<file path="src/rtl/arbitro_rr_4.sv">
// Four-way round-robin arbiter. A grant is held until the owner releases it or
// drops its request, the enable falls, or the hold limit expires.
//
// Handshake: a requester holds req[i] high until it sees gnt[i], then keeps it
// high for as long as it needs the resource. It releases the resource by
// pulsing done or by dropping req[i]. gnt is registered, and every grant is
// followed by at least one idle cycle with gnt == 0.
module arbitro_rr_4 #(
  parameter int unsigned MAX_HOLD = 8
) (
  input  logic       clk,
  input  logic       rst,
  input  logic       en,
  input  logic [3:0] req,
  input  logic       done,
  output logic [3:0] gnt,
  output logic [1:0] gnt_idx,
  output logic       busy,
  output logic       timeout,
  output logic       dbg_state_o,
  output logic [1:0] dbg_ptr_o,
  output logic [7:0] dbg_hold_o
);

  typedef enum logic {
    IDLE  = 1'b0,
    GRANT = 1'b1
  } state_t;

  localparam logic [7:0] HOLD_LAST = 8'(MAX_HOLD - 1);

  state_t     state_q;
  logic [3:0] gnt_q;
  logic [1:0] gnt_idx_q;
  logic [1:0] ptr_q;
  logic [7:0] hold_q;
  logic       busy_q;
  logic       timeout_q;

  logic [1:0] gnt_idx_d;
  logic       pick_vld;
  logic [1:0] cand;
  logic       rel_en;
  logic       rel_own;
  logic       rel_hold;
  logic       release_d;
  logic       timeout_d;

  // Search ptr+1, ptr+2, ptr+3, then ptr itself, so the last owner goes last.
  always_comb begin
    gnt_idx_d = ptr_q;
    pick_vld  = 1'b0;
    cand      = ptr_q;
    for (int k = 1; k <= 4; k++) begin
      cand = ptr_q + 2'(k);
      if (!pick_vld && req[cand]) begin
        pick_vld  = 1'b1;
        gnt_idx_d = cand;
      end
    end
  end

  // Release causes, highest priority first; timeout only when the limit alone fired.
  always_comb begin
    rel_en    = !en;
    rel_own   = done || !req[gnt_idx_q];
    rel_hold  = (hold_q == HOLD_LAST);
    release_d = rel_en || rel_own || rel_hold;
    timeout_d = !rel_en && !rel_own && rel_hold;
  end

  always_ff @(posedge clk or posedge rst) begin
    if (rst) begin
      state_q   <= IDLE;
      gnt_q     <= 4'b0000;
      gnt_idx_q <= 2'b00;
      ptr_q     <= 2'b11;
      hold_q    <= 8'd0;
      busy_q    <= 1'b0;
      timeout_q <= 1'b0;
    end else begin
      timeout_q <= 1'b0;
      case (state_q)
        IDLE: begin
          if (en && pick_vld) begin
            state_q   <= GRANT;
            gnt_idx_q <= gnt_idx_d;
            ptr_q     <= gnt_idx_d;
            gnt_q     <= 4'b0001 << gnt_idx_d;
            busy_q    <= 1'b1;
            hold_q    <= 8'd0;
          end
        end
        GRANT: begin
          if (release_d) begin
            state_q   <= IDLE;
            gnt_q     <= 4'b0000;
            busy_q    <= 1'b0;
            hold_q    <= 8'd0;
            timeout_q <= timeout_d;
          end else begin
            hold_q <= hold_q + 8'd1;
          end
        end
        default: begin
          state_q <= IDLE;
          gnt_q   <= 4'b0000;
          busy_q  <= 1'b0;
        end
      endcase
    end
  end

  assign gnt         = gnt_q;
  assign gnt_idx     = gnt_idx_q;
  assign busy        = busy_q;
  assign timeout     = timeout_q;
  assign dbg_state_o = state_q;
  assign dbg_ptr_o   = ptr_q;
  assign dbg_hold_o  = hold_q;

  a_gnt_onehot: assert property (@(posedge clk) disable iff (rst) $onehot0(gnt_q));
  a_busy_match: assert property (@(posedge clk) disable iff (rst) busy_q == (gnt_q != 4'b0000));

endmodule

</file>
<file path="config.mk">
export PLATFORM = sky130hd
export DESIGN_NAME = arbitro_rr_4
export DESIGN_NICKNAME = d
export VERILOG_FILES = /design/src/rtl/arbitro_rr_4.sv
export SDC_FILE = /design/constraint.sdc
export NUM_CORES = 1
export LEC_CHECK = 0
export ABC_AREA = 1
export BUFFER_PORTS_ARGS = -buffer_cell sky130_fd_sc_hd__buf_2
export CAP_MARGIN = 20
export CORE_MARGIN = 8
export CORE_UTILIZATION = 45
export DETAILED_ROUTE_END_ITERATION = 8
export GPL_ROUTABILITY_DRIVEN = 0
export PLACE_DENSITY = 0.67
export SYNTH_ARGS = -nofsm -noshare
export SYNTH_HDL_FRONTEND = slang
export SYNTH_SLANG_ARGS = --single-unit
</file>
<file path="constraint.sdc">
create_clock -name clk -period 3.55 [get_ports clk]
set_input_delay 0.5325 -clock clk [delete_from_list [all_inputs] [get_ports clk]]
set_output_delay 0.5325 -clock clk [all_outputs]
set_load 0.03 [all_outputs]
</file>
---- After elaboration in Yosys (flattened, before gate mapping) ----
Cells that the tools add are included.
word-level totals
  ROM bits ................................ 0
  bits in latches ......................... 0
  bits of input ports ..................... 8
  word-level logic and storage cells ...... 70
  memories ................................ 0
  bits in registers ....................... 19
  output and inout port bits .............. 19
  memory bits (writable) .................. 0
operators by class
  mux-type cells .......................... 32
  multipliers ............................. 0
  add/sub/neg operators ................... 4
  shift-type cells ........................ 1
  reduce and logical (&&, ||, !) cells .... 17
  equal/unequal tests ..................... 3
  divide/modulo/power cells ............... 0
  bitwise logic cells ..................... 1
  magnitude comparators ................... 5
operators with widths
  operator               number
  $mux W8                2
  $pmux W8 S2            1
  $lt A2 B3 Y1 const B   5
  $mux W1                15
  $bmux W1 S2            5
  $add A8 B1 Y8 const B  1
  $eq A8 B3 Y1 const B   1
  $mux W2                4
  $mux W4                2
  $pmux W4 S2            1
  $logic_and A1 B1 Y1    6
  $logic_not A1 Y1       6
  $add A2 B2 Y2 const B  2
  $pmux W1 S2            2
  $reduce_and A2 Y1      2
  $shl A1 B2 Y4 const A  1
  $logic_or A1 B1 Y1     3
  $add A2 B1 Y2 const B  1
  $ne A2 B1 Y1 const B   1
  $ne A2 B2 Y1 const B   1
  $not A1 Y1             1

---- Logic depth before layout (Yosys ltp) ----
  depth after elaboration ................. 16
  gate-level depth with buffers ........... 13

---- Worst setup path after synthesis ----
Ideal clock, no wire load.
  kind .................................... register to register
  start point ............................. register ptr_q[0], in the netlist dbg_ptr_o[0]
  end point ............................... register gnt_q[0], in the netlist gnt[0]
  period minus slack after synthesis ...... 1754 ps
  stages on the path, launching flop included .. 13
  buffers on the path ..................... 2
  required time ........................... 3484 ps
  arrival time ............................ 1689 ps
  path slack .............................. 1796 ps
  cell sequence ........................... dfstp_2 > buf_6 > inv_6 > nand2_1 > nand2_2 > nand2_8 > nand2_8 > nor2_8 > nand3_4 > nand3_4 > buf_8 > nand3_1 > nand2_1
on the way
  longest elaborated chain between the ends .. 16
  elaborated cells on any way between the ends .. 31
RTL lines
  what                                                  RTL line  RTL
  from (decl)                                           35        logic [1:0] ptr_q;
  from (signal assigned)                                88        ptr_q <= gnt_idx_d;
  $add A2 B1 Y2                                         55        cand = ptr_q + 2'(k);
  $bmux W1 S2                                           56        if (!pick_vld && req[cand]) begin
  $mux W1 (implied by the code)                         56
  $mux W1                                               56
  $logic_not A1 Y1                                      56
  $logic_and A1 B1 Y1                                   56
  $mux W1                                               56
  $logic_not A1 Y1                                      56
  $logic_and A1 B1 Y1                                   56
  $mux W1                                               56
  $logic_not A1 Y1                                      56
  $logic_and A1 B1 Y1                                   56
  $mux W2 or $mux W1 (tied branches)                    56
  $shl A1 B2 Y4 or $logic_and A1 B1 Y1 (tied branches)  89, 85
  $mux W4 or $ne A2 B2 Y1 (tied branches)               --
  $pmux W4 S2 or $reduce_and A2 Y1 (tied branches)      --
  to (signal assigned)                                  89        gnt_q <= 4'b0001 << gnt_idx_d;
  to (decl)                                             33        logic [3:0] gnt_q;
Parallel ways exist; a longest one is shown, timed or not. The select of a mux whose other input is x is not followed.
A chain may end at the register's enable or synchronous reset.

---- Final worst setup path ----
Ends and elaborated chain as after synthesis.

==> metrics <==
Overflow after GRT=0; RSZ-0062 raised after global routing=false; power per standard cell area=867.8 nW/µm²; Detail Placement HPWL=2366 µm; die area=4965 µm²; CTS buffer count=3; worst r2r path cells=10; cts hold-fix bufs=0; Mapped Cells=~180; Residual DRC=0; CP Capture Type=flip-flop; clock sink count=19; Hold Slack=0.2978 ns; layout net count=214; Syn Nets=185; Primary FF master, synth=dfrtp_1; FMAX=0.5453 GHz; Pins Over Slew Limit=0; clock slew at reported path FFs=0.12 ns; Die W=between 70 and 80 µm; Async SR Flop Fraction=100.0%; Synth Cell Area=approximately 1300 µm²; number of synthesized flops with an enable pin=0; Hold WC Path Type=input port to async pin; Die Y=70.47 µm; First DRT Iteration DRCs=66; Distinct cells, synth=27; # port buffers=26; worst-path cell with the longest stage delay=dfstp_2; synthesis-stage register bit count=19; via count=1209; Synth top cells by count=nand2_1 (64), nand3_1 (22), dfrtp_1 (17); final hold vios=0; register area share after synthesis=35.80%; leakage power=0.8415 nW; initial antenna violation count=0; post-route antenna net violation count=0; Antenna Cells=0; Mapped Avg Cell Area=7.585 µm²; Root Driver=clkbuf_4; layout cells sized above 1=27.45%; post-synth top area share=a little under a third; Clock Skews=0.01204 ns; post_cts resized=0; CP most frequent cell=nand2_1; WS Path Type=flip-flop to flip-flop; vias in the first global route=1168; maximum vdd drop=around 590 µV; CP Data Arrival Time=2.10 ns; area delta synth->final=12.75%; top cell type by total area after synthesis=dfrtp_1; largest net degree at the start of global routing=20; Core Area=2781 µm²; wire per inst=roughly 13 µm; R2R Setup Slk=about 1.7 ns; TritonCTS clock tree=built; CTS H-tree depth=1; setup TNS=0 ns; most common cell in the netlist=nand2_1; clk_lat worst skew=0.31 ns; worst rel slew slack=54.13%; Final Setup Violations=0; FP Rows=19; drt total wl=3005 µm; CP max stage delay=~0.70 ns; crit share post-route=51.66%; YS warnings=0; largest cells by area after synthesis=dfrtp_1 (32%), nand2_1 (18%), nand3_1 (8.2%), nand2_8 (4.5%), dfstp_2 (3.9%); DRT Pass-1 Iters=4; Worst-Margin Slew=0.6872 ns; Tmin final=1.834 ns; post-DR vias/cell=slightly above 5; Worst Path Required=3.81 ns; initial core utilization=a little under half; Tot GR Track Use=12.92%; I/O Pins=27; outcome=finished clean; Critical Path Source Type=flip-flop; Post-CTS Setup Inserts=0; Max Fanout on Critical Path=11; worst path cell trace=nand2_1 > nand2_2 > inv_1 > o21ai_2 > nand2_4 > nand2_1 > nand2_1 > nor2_1 > nand2_1 > nand2_1; max_cap viols=0; clk buf depth=2; first-pass GRT wire length=5333 µm
-- power breakdown --
group	total [mW]	internal (mW)	leakage, nW	switching, mW
clock	0.117	0.0421	0.0177	0.0747
sequential	0.351	0.277	0.249	0.0730
combinational	0.839	0.260	0.575	0.579
-- sequential cells by signal, summed over array words and instances (netlist names) --
register and count:
dbg_hold_o 8, gnt_idx 2, busy 1, gnt 4, timeout 1, dbg_ptr_o 2
dbg_state_o 1
-- logic make-up (layout without fill, tap and decap cells) --
kind of cell,count (synthesis),after routing,synth area share (%)
flops,19,19,35.80
buf+inv,20,48,7.404
fa+ha+maj,1,1,0.9371
simple gates,119,119,46.77
xor+xnor,4,4,2.625
compound gates,13,13,6.467
-- routing by layer --
layer / global-route usage [%] / vias to the layer above / share of wire, %
met2: 20.02 / 27 / 45
met1: 16.29 / 556 / 47
met5: 0 / - / 0
met3: 5.367 / 5 / 7.2
li1: - / 621 / -
met4: 2.679 / 0 / 0.83
-- worst paths after layout --
path,startpoint,end
setup reg to reg,dbg_ptr_o[0]$_DFFE_PP1P_,gnt[0]$_DFFE_PP0P_
max in group asynchronous,rst,dbg_hold_o[2]$_DFFE_PP0P_
hold / removal,rst,gnt[3]$_DFFE_PP0P_
hold reg to reg,busy$_DFFE_PP0P_,busy$_DFFE_PP0P_
setup / recovery,dbg_ptr_o[0]$_DFFE_PP1P_,gnt[0]$_DFFE_PP0P_
min in group clk,done,timeout$_DFF_PP0_
-- cells in the final DEF, fill, tap and decap left out --
| cell | instances |
|---|---|
| xor2_1 | 3 |
| o21ai_1 | 6 |
| nand3_1 | 22 |
| a21oi_2 | 1 |
| nand2_4 | 4 |
| o21ai_0 | 1 |
| nand2_2 | 6 |
| inv_1 | 14 |
| nand3_4 | 2 |
| xnor2_1 | 1 |
| inv_6 | 1 |
| clkinv_2 | 1 |
| inv_2 | 2 |
| dfrtp_1 | 17 |
| nand2_1 | 64 |
| clkinv_1 | 1 |
| o21bai_1 | 1 |
| nand2_8 | 3 |
| nand4_1 | 2 |
| nor2_1 | 10 |
| o21ai_2 | 4 |
| nor2_8 | 1 |
| clkbuf_4 | 3 |
| or2_1 | 1 |
| ha_1 | 1 |
| buf_2 | 26 |
| nor3_1 | 4 |
| dfstp_2 | 2 |
-- final cells by class --
type,instances,area [µm²]
clock buffer,3,22.52
sequential,19,478.0
timing repair buffer,26,130.1
clock inverter,1,5.005
tap,31,38.79
multi-input combinational,137,758.2
fill,277,1276
inverter,18,72.57
-- metrics by stage --
stage	power (mW)	cells	util [%]	instance area, µm²	setup slack (ns)
after floorplan	1.050	176	-	1335	1.796
after global placement	1.185	231	53.13	1478	1.736
after detailed placement	1.198	231	53.13	1478	1.722
after CTS	1.316	235	54.12	1505	1.703
after global routing	1.416	235	54.12	1505	1.528
final	1.306	235	54.12	1505	1.716
-- worst max-delay path, delay by kind of cell (launching register included) --
| family | cells | cell delay [ns] |
|---|---|---|
| AOI/OAI and AO/OA | 1 | 0.21 |
| and+or+nand+nor | 8 | 0.79 |
| buffers and inverters | 1 | 0.09 |
| DFF | 1 | 0.70 |
Power figures use the tool's default switching activity.
